### src/rtl/rxll_frame_ctrl_if.sv
// FIFO read-port and DMA-stream signals that connect the RX frame sequencer to its neighbours.
// The master modport is the sequencer's side; the slave modport is the FIFO/DMA side.
interface rxll_frame_ctrl_if;
  logic [35:0] fifo_do;
  logic        fifo_empty;
  logic [9:0]  fifo_count;
  logic        fifo_eof_rdy;
  logic        fifo_rd_en;
  logic [31:0] dma_data;
  logic        dma_valid;
  logic        dma_ready;
  logic        dma_last;

  modport master (
    input  fifo_do, fifo_empty, fifo_count, fifo_eof_rdy, dma_ready,
    output fifo_rd_en, dma_data, dma_valid, dma_last
  );

  modport slave (
    output fifo_do, fifo_empty, fifo_count, fifo_eof_rdy, dma_ready,
    input  fifo_rd_en, dma_data, dma_valid, dma_last
  );
endinterface

### src/rtl/rxll_frame_ctrl.sv
// RX link-layer read sequencer: drains frames from the FWFT FIFO into the DMA stream and
// reports each frame's length and {nosof, overrun, err} status.
module rxll_frame_ctrl #(
  parameter int unsigned C_BURST_WORDS = 128,
  parameter int unsigned C_MAX_WORDS   = 2049
) (
  input  logic                 clk,
  input  logic                 rst_n,
  input  logic                 ctrl_en,
  input  logic                 ctrl_abort,
  rxll_frame_ctrl_if.master    bus,
  output logic                 frm_done,
  output logic [15:0]          frm_len,
  output logic [2:0]           frm_status,
  output logic                 busy
);
  typedef enum logic [1:0] {IDLE, XFER, FLUSH, DONE} state_t;

  localparam logic [15:0] MAX_W = 16'(C_MAX_WORDS);

  state_t      state_q;
  logic [15:0] cnt_q, cnt_inc;
  logic        err_q, ovr_q, nosof_q;
  logic        frm_done_q;
  logic [15:0] frm_len_q;
  logic [2:0]  frm_status_q;

  logic head_sof, head_eof, head_err;
  logic start_ok, accept, flush_pop;
  logic unused_rsvd;

  assign head_sof    = bus.fifo_do[35];
  assign head_eof    = bus.fifo_do[34];
  assign head_err    = bus.fifo_do[33];
  assign unused_rsvd = bus.fifo_do[32];

  always_comb begin
    start_ok = ctrl_en && !bus.fifo_empty &&
               (bus.fifo_eof_rdy ||
                ((C_BURST_WORDS != 0) && ({22'd0, bus.fifo_count} >= C_BURST_WORDS)));
    // Abort suppresses the offer immediately so no word slips out on the abort cycle.
    bus.dma_valid  = (state_q == XFER) && !bus.fifo_empty && !ctrl_abort;
    bus.dma_data   = bus.dma_valid ? bus.fifo_do[31:0] : 32'd0;
    bus.dma_last   = bus.dma_valid && head_eof;
    accept         = bus.dma_valid && bus.dma_ready;
    flush_pop      = (state_q == FLUSH) && !bus.fifo_empty;
    bus.fifo_rd_en = accept || flush_pop;
    cnt_inc        = (cnt_q == 16'hFFFF) ? cnt_q : cnt_q + 16'd1;
  end

  always_ff @(posedge clk or negedge rst_n) begin
    if (!rst_n) begin
      state_q      <= IDLE;
      cnt_q        <= '0;
      err_q        <= 1'b0;
      ovr_q        <= 1'b0;
      nosof_q      <= 1'b0;
      frm_done_q   <= 1'b0;
      frm_len_q    <= '0;
      frm_status_q <= '0;
    end else begin
      frm_done_q <= 1'b0;
      case (state_q)
        IDLE: if (start_ok) begin
          state_q <= head_sof ? XFER : FLUSH;
          nosof_q <= !head_sof;
        end
        XFER: begin
          if (accept) begin
            cnt_q <= cnt_inc;
            err_q <= err_q | head_err;
            // EOF on the limit word ends the frame cleanly rather than overrunning.
            if (head_eof) begin
              frm_done_q   <= 1'b1;
              frm_len_q    <= cnt_inc;
              frm_status_q <= {nosof_q, ovr_q, err_q | head_err};
              state_q      <= DONE;
            end else if (cnt_inc >= MAX_W) begin
              ovr_q   <= 1'b1;
              state_q <= FLUSH;
            end
          end else if (ctrl_abort) begin
            state_q <= FLUSH;
          end
        end
        FLUSH: if (flush_pop) begin
          err_q <= err_q | head_err;
          if (head_eof) begin
            frm_done_q   <= 1'b1;
            frm_len_q    <= cnt_q;
            frm_status_q <= {nosof_q, ovr_q, err_q | head_err};
            state_q      <= DONE;
          end
        end
        DONE: begin
          cnt_q   <= '0;
          err_q   <= 1'b0;
          ovr_q   <= 1'b0;
          nosof_q <= 1'b0;
          state_q <= IDLE;
        end
        default: state_q <= IDLE;
      endcase
    end
  end

  assign frm_done   = frm_done_q;
  assign frm_len    = frm_len_q;
  assign frm_status = frm_status_q;
  assign busy       = (state_q != IDLE);
endmodule
### src/flat_wrapper.sv
// flat-port wrapper written by rule: the top's interface ports become plain ports
module rxll_frame_ctrl_flat 
#(
  parameter int unsigned C_BURST_WORDS = 128,
  parameter int unsigned C_MAX_WORDS   = 2049
)
  (clk, rst_n, ctrl_en, ctrl_abort, frm_done, frm_len, frm_status, busy, bus_fifo_do, bus_fifo_empty, bus_fifo_count, bus_fifo_eof_rdy, bus_dma_ready, bus_fifo_rd_en, bus_dma_data, bus_dma_valid, bus_dma_last);
  rxll_frame_ctrl_if bus_i ();
  input  logic clk;
  input  logic rst_n;
  input  logic ctrl_en;
  input  logic ctrl_abort;
  output logic frm_done;
  output logic [15:0] frm_len;
  output logic [2:0] frm_status;
  output logic busy;
  input wire logic [$bits(bus_i.fifo_do)-1:0] bus_fifo_do;
  input wire logic [$bits(bus_i.fifo_empty)-1:0] bus_fifo_empty;
  input wire logic [$bits(bus_i.fifo_count)-1:0] bus_fifo_count;
  input wire logic [$bits(bus_i.fifo_eof_rdy)-1:0] bus_fifo_eof_rdy;
  input wire logic [$bits(bus_i.dma_ready)-1:0] bus_dma_ready;
  output wire logic [$bits(bus_i.fifo_rd_en)-1:0] bus_fifo_rd_en;
  output wire logic [$bits(bus_i.dma_data)-1:0] bus_dma_data;
  output wire logic [$bits(bus_i.dma_valid)-1:0] bus_dma_valid;
  output wire logic [$bits(bus_i.dma_last)-1:0] bus_dma_last;
  assign bus_i.fifo_do = bus_fifo_do;
  assign bus_i.fifo_empty = bus_fifo_empty;
  assign bus_i.fifo_count = bus_fifo_count;
  assign bus_i.fifo_eof_rdy = bus_fifo_eof_rdy;
  assign bus_i.dma_ready = bus_dma_ready;
  assign bus_fifo_rd_en = bus_i.fifo_rd_en;
  assign bus_dma_data = bus_i.dma_data;
  assign bus_dma_valid = bus_i.dma_valid;
  assign bus_dma_last = bus_i.dma_last;
  rxll_frame_ctrl #(.C_BURST_WORDS(C_BURST_WORDS), .C_MAX_WORDS(C_MAX_WORDS)) u_core (.clk(clk), .rst_n(rst_n), .ctrl_en(ctrl_en), .ctrl_abort(ctrl_abort), .bus(bus_i), .frm_done(frm_done), .frm_len(frm_len), .frm_status(frm_status), .busy(busy));
endmodule
### config.mk
export PLATFORM = sky130hd
export DESIGN_NAME = rxll_frame_ctrl_flat
export DESIGN_NICKNAME = d
export VERILOG_FILES = /design/src/rtl/rxll_frame_ctrl_if.sv /design/src/rtl/rxll_frame_ctrl.sv /design/src/flat_wrapper.sv
export SDC_FILE = /design/constraint.sdc
export NUM_CORES = 1
export LEC_CHECK = 0
export CELL_PAD_IN_SITES_DETAIL_PLACEMENT = 1
export CELL_PAD_IN_SITES_GLOBAL_PLACEMENT = 1
export CORE_ASPECT_RATIO = 1.75
export CORE_UTILIZATION = 34
export DETAILED_ROUTE_END_ITERATION = 7
export PLACE_DENSITY_LB_ADDON = 0.1
export SYNTH_ARGS = -nofsm -noshare
export SYNTH_HDL_FRONTEND = slang
export SYNTH_SLANG_ARGS = --single-unit
### constraint.sdc
create_clock -name clk -period 5.1 [get_ports clk]
set_clock_uncertainty 0.1 [all_clocks]
set_input_delay 1.02 -clock clk [delete_from_list [all_inputs] [get_ports clk]]
set_output_delay 1.02 -clock clk [all_outputs]
set_load 0.01 [all_outputs]
Word-level counts from Yosys, hierarchy flattened
Index checks and enable logic that the tools add are counted.
Cells by class
  add/subtract/negate cells: 1
  multiply operators: 0
  divide/modulo/power cells: 0
  order comparisons: 2
  equality and inequality tests: 13
  shifts and indexed selects: 0
  mux-type cells: 35
  bitwise gates (word level): 1
  reductions and logical operators: 25
Operator list (count)
  16-bit 2-to-1 mux: 6
  16-bit case mux with 2 select lines: 2
  32-bit 2-to-1 mux: 1
  16-bit by 1-bit adder with 16-bit output, second input constant: 1
  16-bit equality test, second input constant: 1
  16-bit by 12-bit >= comparator with 1-bit output, second input constant: 1
  2-bit 2-to-1 mux: 8
  10-bit by 8-bit >= comparator with 1-bit output, second input constant: 1
  5-bit AND reduction: 2
  1-bit 2-to-1 mux: 9
  3-bit 2-to-1 mux: 3
  2-bit inequality test, second input constant: 4
  2-bit case mux with 4 select lines: 1
  2-bit nonzero test: 4
  1-bit logical AND: 7
  2-bit by 1-bit inequality test with 1-bit output, second input constant: 3
  1-bit case mux with 2 select lines: 3
  3-bit case mux with 2 select lines: 1
  3-bit AND reduction: 2
  2-bit equality test, second input constant: 2
  4-bit inequality test, second input constant: 1
  2-bit AND reduction: 2
  4-bit AND reduction: 1
  1-bit zero test: 3
  other kinds (7): 8
Word-level totals
  register bits: 41
  bits in latches: 0
  memory bits (writable): 0
  ROM bits: 0
  bits of input ports: 53
  output and inout port bits: 56
  logic and storage cells: 85
  memories: 0

Depth between registers and ports, before layout
Gate-level depths: netlist of run 1.
  depth after elaboration: 7
  mapped depth: 10
  depth with buffers taken out: 8

Least setup slack after synthesis of run 1
Ideal clock, no wire load.
  kind: input-to-output
  start: input port bus_fifo_empty
  end: output port bus_dma_data[10]
  arrival: 1723 ps
  required time: 3980 ps
  path slack: 2257 ps
  stages: 3
  path buffers: 1
  cell sequence: nor2_1 clkbuf_1 and3_1
Between the ends
  cells in the longest elaborated chain, start to end: 4
RTL lines
  start, declared: RTL line flat_wrapper.sv:18  | input wire logic [$bits(bus_i.fifo_empty)-1:0] bus_fifo_empty;
  1-bit zero test: RTL line rxll_frame_ctrl.sv:42  | bus.dma_valid = (state_q == XFER) && !bus.fifo_empty && !ctrl_abort;
  1-bit logical AND (2 in series): RTL line rxll_frame_ctrl.sv:42
  32-bit 2-to-1 mux: RTL line rxll_frame_ctrl.sv:43  | bus.dma_data = bus.dma_valid ? bus.fifo_do[31:0] : 32'd0;
  end, declared: RTL line flat_wrapper.sv:23  | output wire logic [$bits(bus_i.dma_data)-1:0] bus_dma_data;
Every way passes these cells.

Worst setup path in the final report of run 1
  start: input port bus_fifo_empty
  end: output port bus_dma_data[13]
The elaborated chain is that of the path after synthesis.

==> impl_metrics.csv, run 1 <==
group,metric,value,unit
synth,synth_area_leaders,"dfrtp_1, and3_1, o21ai_0",
synth,syn_area,2870,um^2
final_layout,num_antenna_cells,0,
synth,yosysTopAreaCell,"dfrtp_1",
clock_tree,cts.htree.levels,2,
timing,layout_worst_path_cycle_share,77.3,%
synth,ys_seq_area_share,35.8,%
worst_setup_path,cp_slowest_stage_delay,0.57,ns
placed_design,hpwlAfterDp,7320,um
routing,detail_route.wl_per_cell,18.1,um
worst_setup_path,required,3.98,ns
timing,worstMarginPinSlew,0.981,ns
final_layout,fin_area,4060,um^2
timing,fin_setup_tns,0,ns
final_layout,layout-drive-gt1-share,4.56,%
routing,postRouteWirelength,9640,um
die,die_w,71.4,um
pwr,p_leak,1.71,nW
die,rows,44,
pwr,power_density,344,nW/um^2
routing,vias,2984,
routing,post-route-drc-count,3,
clock_tree,cts_setup_buffers,0,
pwr,vdd_drop_max,0.000182,V
final_layout,fillers,997,
placed_design,place_area,3890,um^2
die,die_y,123,um
synth,avgSynthCellArea,8.12,um^2
placed_design,io_buffers,100,
clock_tree,insertion_delay,0.29,ns
worst_setup_path,crit_path_start_kind,"primary input",
timing,max_freq,0.254,GHz
synth,synth_common_cells,"dfrtp_1, o21ai_0, nand2_1",
die,dieArea,8820,um^2
clock_tree,cts_hold_buf,0,
placed_design,routabilityCongestion,0.804,
clock_tree,cts_buffers,5,
synth,async_flop_share,100,%
timing,relSlewSlack,34.6,%
worst_setup_path,crit_fanout,33,
worst_hold_path,hold_class,"reg2reg",
routing,drt_iter0_markers,155,
global_routing,overflow,0,
final_layout,finalNetCount,497,
clock_tree,cts_tree,"built",
timing,hold_violations,0,
timing,worst_slack,1.16,ns
clock_tree,cts.sinks,41,
synth,synth_seq_cells,41,
placed_design,place_ws,1.14,ns
worst_setup_path,cp.arrival,2.82,ns
routing,via_per_inst,5.62,
run,cap_violations,0,
worst_setup_path,critPathCaptureType,"primary output",
routing,firstDrtPassIters,6,
synth,netlist-cell-type-count,49,
global_routing,antenna_found_initial,0,
clock_tree,ctsResizeCount,0,
die,io_pins,109,
final_layout,area_delta_synth_final,41.7,%
worst_setup_path,cp_slowest_cell,"clkdlybuf4s50_1",
synth,synth_ff_type,"dfrtp_1",
timing,hold_slack,0.374,ns
synth,ys_warn_count,0,
worst_setup_path,worstRegToRegCells,7,
die,start_util,34.7,%
run_status,status,"complete, but fails checks",
synth,syn-num-nets,412,
timing,setup_violations,0,
synth,synth-edff-count,0,
timing,post-route-min-period,3.94,ns
synth,yosysMostFrequentCell,"dfrtp_1",
global_routing,grt.total_usage,23.1,%
die,core_area,8260,um^2
synth,netlist_instances,353,
worst_setup_path,crit_type,"in2out",
worst_setup_path,crit_top_cell,"clkdlybuf4s50_1",
worst_setup_path,crit_chain,"clkdlybuf4s50_1 > nor2_1 > buf_4 > and3_1 > clkdlybuf4s50_1",
timing,drv_slew,0,
global_routing,grt_pass1_vias,3082,
synth,yosys.area.top_type_share,35.8,%
clock_tree,clk_pin_slew,0.06,ns
worst_hold_path,holdPathStages,2,
run_status,violations,"DRC",
timing,rsz0062_at_grt,"no",
clock_tree,clock_path_buffers,2,
global_routing,grt_first_pass_wirelength,15600,um
clock_tree,cts_root_buf,"clkbuf_16",
global_routing,grt_max_degree,42,
routing,antenna_left,0,
[sequential cells by signal, indices dropped and copies added, names as in the netlist]
| name | count |
|---|---|
| u_core.ovr_q | 1 |
| u_core.nosof_q | 1 |
| u_core.cnt_q | 16 |
| u_core.state_q | 2 |
| u_core.err_q | 1 |
| u_core.frm_len | 16 |
| u_core.frm_done | 1 |
| u_core.frm_status | 3 |
[metal layers]
layer  global-route usage (%)  vias to the layer above  routed length [um]
li1                         -                     1444                   -
met1                     23.4                     1423                3580
met2                     43.4                       98                5250
met3                     4.07                       19                 457
met4                     13.3                        0                 346
met5                        0                        -                   0
[cell type report]
| type | count | area, um^2 | share of cell area (%) |
|---|---|---|---|
| inverters | 12 | 45.0 | 1.11 |
| clock inverters | 1 | 30.0 | 0.739 |
| clock buffers | 7 | 143 | 3.51 |
| well taps | 92 | 115 | 2.83 |
| repair buffers | 104 | 1030 | 25.3 |
| flip-flops and latches | 41 | 1030 | 25.3 |
| multi-input cells | 274 | 1680 | 41.3 |
[placed cells by master (no fill, tap or decap), types with 5 or more instances in the layout]
cell             Yosys  layout
clkdlybuf4s50_1      0      99
dfrtp_1             41      41
o21ai_0             40      40
nand2_1             38      38
and3_1              35      35
nor2_1              24      24
a21oi_1             17      17
inv_1               12      12
nand3_1             12      12
xnor2_1              9       9
nor3_1               9       9
mux2i_1              7       7
nor4_1               6       6
ha_1                 6       6
o211ai_1             5       5
nand4_1              5       5
clkbuf_16            0       5
[final timing paths]
kind                                               startpoint                       endpoint  slack (ns)
worst max-delay path                           bus_fifo_empty               bus_dma_data[13]        1.16
worst min register to register  u_core.frm_len[8]$_DFFE_PN0P_  u_core.frm_len[8]$_DFFE_PN0P_        0.37
min in group asynchronous                               rst_n    u_core.cnt_q[3]$_DFFE_PN0P_        0.79
max in group asynchronous                               rst_n   u_core.cnt_q[12]$_DFFE_PN0P_        3.49
worst min-delay path            u_core.frm_len[8]$_DFFE_PN0P_  u_core.frm_len[8]$_DFFE_PN0P_        0.37
worst max register to register    u_core.cnt_q[0]$_DFFE_PN0P_       u_core.ovr_q$_DFFE_PN0P_        1.60
[kinds of logic after synthesis]
kind of cell | count (synthesis) | synth area share, %
simple gates | 153 | 28.8
xor+xnor | 13 | 3.97
buf+inv | 38 | 5.72
mux | 7 | 2.44
fa+ha+maj | 6 | 2.62
compound gates | 95 | 20.7
flops | 41 | 35.8
[worst max-delay path: cells and delay by family]
| kind | cells | cell delay (ns) |
|---|---|---|
| buffers and inverters | 3 | 1.39 |
| and+or+nand+nor | 2 | 0.41 |
[stage by stage]
step | power, W | instances | util, %
global placement | 0.00102 | 523 | 47.1
CTS | 0.00142 | 531 | 49.2
finish | 0.00140 | 531 | 49.2
floorplan | 0.000770 | 353 | -
global route | 0.00150 | 531 | 49.2
detailed placement | 0.00104 | 523 | 47.1
[power breakdown]
| group | leakage, nW | internal (W) | switching [W] |
|---|---|---|---|
| registers | 0.558 | 0.000365 | 0.0000344 |
| clock network | 0.0841 | 0.000245 | 0.000131 |
| logic | 1.07 | 0.000246 | 0.000377 |
| total | 1.71 | 0.000857 | 0.000542 |
Power figures use the tool's default switching activity.
==> inputs of run 2 (changes only) <==
--- a/config.mk
+++ b/config.mk
@@ -8,7 +8,7 @@
 export CELL_PAD_IN_SITES_DETAIL_PLACEMENT = 1
 export CELL_PAD_IN_SITES_GLOBAL_PLACEMENT = 1
 export CORE_ASPECT_RATIO = 1.75
-export CORE_UTILIZATION = 34
+export CORE_UTILIZATION = 32
 export DETAILED_ROUTE_END_ITERATION = 7
 export PLACE_DENSITY_LB_ADDON = 0.1
 export SYNTH_ARGS = -nofsm -noshare
==> constraint.sdc (replaced) <==
create_clock -name clk -period 3.7 [get_ports clk]
set_clock_uncertainty 0.1 [all_clocks]
set_input_delay 0.74 -clock clk [delete_from_list [all_inputs] [get_ports clk]]
set_output_delay 0.74 -clock clk [all_outputs]
set_load 0.01 [all_outputs]
==> run 2 against run 1 <==
Net effect:
- utilization down 1.6 points
- final cell count increased by 6.0%
- count of clock-buffer cells in the layout down 1
- register-to-register slack lost 0.94 ns
- flip-flop and latch count unchanged
- sequential share of layout area is 0.39 points lower
- first-iteration DRC count grew 42%
- sequential power increased by 37%
- hold slack better by 0.0018 ns
- highest routed layer unchanged
- global-route usage fell by 1.2 points
- largest cell class unchanged
- the flow now finishes without violations
- non-clock buffer count up 7
==> impl_metrics.csv, run 2 (synthesized netlist as in run 1, its figures left out) <==
group,metric,value,unit
worst_hold_path,min_from,"u_core.frm_len[6]$_DFFE_PN0P_",
worst_setup_path,cp.arrival,2.46,ns
routing,post-route-drc-count,0,
pwr,p_leak,1.73,nW
worst_hold_path,holdPathStages,2,
timing,worstMarginPinSlew,0.972,ns
die,die_w,73.5,um
timing,hold_violations,0,
final_layout,final_common_cell,"clkdlybuf4s50_1",
worst_setup_path,crit-reg2reg-launch,"u_core.cnt_q[0]$_DFFE_PN0P_",
clock_tree,cts_tree,"built",
routing,firstDrtPassIters,6,
final_layout,fillers,1080,
pwr,vdd_drop_max,0.000305,V
global_routing,grt_pass1_vias,3220,
worst_setup_path,worstRegToRegCells,8,
clock_tree,clock_path_buffers,2,
run_status,status,"completed",
routing,drt_iter0_markers,220,
timing,relSlewSlack,35.2,%
worst_setup_path,startpoint,"u_core.state_q[1]$_DFFE_PN0P_",
clock_tree,insertion_delay,0.29,ns
run,cap_violations,0,
pwr,total_power,0.00190,W
final_layout,fin_area,4130,um^2
worst_hold_path,hold-path-endpoint,"u_core.frm_len[6]$_DFFE_PN0P_",
placed_design,hpwlAfterDp,7240,um
global_routing,grt_first_pass_wirelength,15800,um
clock_tree,cts_setup_buffers,0,
timing,setup_violations,0,
final_layout,finalNetCount,504,
worst_setup_path,crit_type,"reg2out",
pwr,power_density,459,nW/um^2
timing,drv_slew,0,
global_routing,antenna_found_initial,0,
clock_tree,cts.sinks,41,
die,core_area,8670,um^2
final_layout,area_delta_synth_final,43.9,%
routing,postRouteWirelength,9510,um
routing,via_per_inst,5.36,
routing,vias,3016,
timing,hold_slack,0.376,ns
worst_hold_path,hold_class,"reg2reg",
clock_tree,clk_pin_slew,0.06,ns
timing,max_freq,0.303,GHz
worst_setup_path,r2r-end,"u_core.state_q[1]$_DFFE_PN0P_",
timing,layout_worst_path_cycle_share,89.2,%
worst_setup_path,r2r_setup_slack,0.66,ns
die,dieArea,9360,um^2
final_layout,layout_common_cells,"clkdlybuf4s50_1, dfrtp_1, o21ai_0, nand2_1, and3_1",
clock_tree,ctsResizeCount,0,
die,die_y,127,um
timing,rsz0062_at_grt,"no",
die,start_util,33.1,%
worst_setup_path,crit_path_start_kind,"flip-flop",
global_routing,overflow,0,
placed_design,io_buffers,100,
final_layout,layout-drive-gt1-share,6.28,%
placed_design,place_area,3970,um^2
clock_tree,cts.htree.levels,2,
routing,detail_route.wl_per_cell,16.9,um
worst_setup_path,required,2.86,ns
timing,fin_setup_tns,0,ns
clock_tree,cts_buffers,5,
worst_setup_path,crit_fanout,18,
global_routing,grt_max_degree,42,
final_layout,num_antenna_cells,0,
clock_tree,cts_root_buf,"clkbuf_16",
clock_tree,cts_hold_buf,0,
global_routing,grt.total_usage,21.9,%
timing,post-route-min-period,3.30,ns
worst_setup_path,critPathCaptureType,"primary output",
die,io_pins,109,
die,rows,45,
placed_design,routabilityCongestion,0.775,
routing,antenna_left,0,
==> run 2: cell types whose count changed in the layout (fill, tap and decap cells not counted), sizes merged <==
| cell | change |
|---|---|
| bufinv | -1 |
| clkinv | +2 |
| buf | +7 |
| clkbuf | -1 |
==> run 2: report_power, final <==
group,switching (W),internal [W]
Clock,0.000191,0.000269
Sequential,0.0000458,0.000504
Combinational,0.000526,0.000360
==> run 2: layout make-up <==
class | count | area (um^2) | area share (%)
Clock buffer | 6 | 139 | 3.37
Clock inverter | 2 | 13.8 | 0.334
Inverter | 12 | 45.0 | 1.09
Multi-Input combinational cell | 274 | 1680 | 40.6
Sequential cell | 41 | 1030 | 24.9
Tap cell | 117 | 146 | 3.55
Timing Repair Buffer | 111 | 1080 | 26.1
==> run 2: metal layers <==
layer	up-vias	GRT usage [%]	routed length [um]	share of wire, %
met5	-	0	0	0
met4	0	9.50	265	2.8
met3	16	3.00	381	4.0
met2	86	41.1	5280	55
met1	1455	23.3	3580	38
li1	1459	-	-	-
==> run 2: worst max path at each step <==
| stage | endpoint | cells after the start |
|---|---|---|
| 6_report | bus_fifo_rd_en | 5 |
| 5_1_grt | bus_fifo_rd_en | 5 |
| 4_1_cts | bus_fifo_rd_en | 5 |
| 2_1_floorplan | u_core.ovr_q$_DFFE_PN0P_ | 9 |
| 3_3_place_gp | bus_fifo_rd_en | 4 |
| 3_5_place_dp | bus_dma_data[18] | 5 |
==> run 2: worst max-delay path: stages, from the launching register on <==
cell	delay (ns)
dfrtp_1	0.43
inv_1	0.12
ha_1	0.49
nand4bb_1	0.31
o21ai_0	0.22
clkdlybuf4s50_1	0.60
==> run 2: per-stage QoR <==
step / instances / utilization, % / setup slack, ns
detailed placement: 555 / 45.8 / 0.433
global placement: 555 / 45.8 / 0.442
floorplan: 353 / - / 1.19
finish: 563 / 47.6 / 0.399
CTS: 563 / 47.6 / 0.365
global route: 563 / 47.6 / 0.137
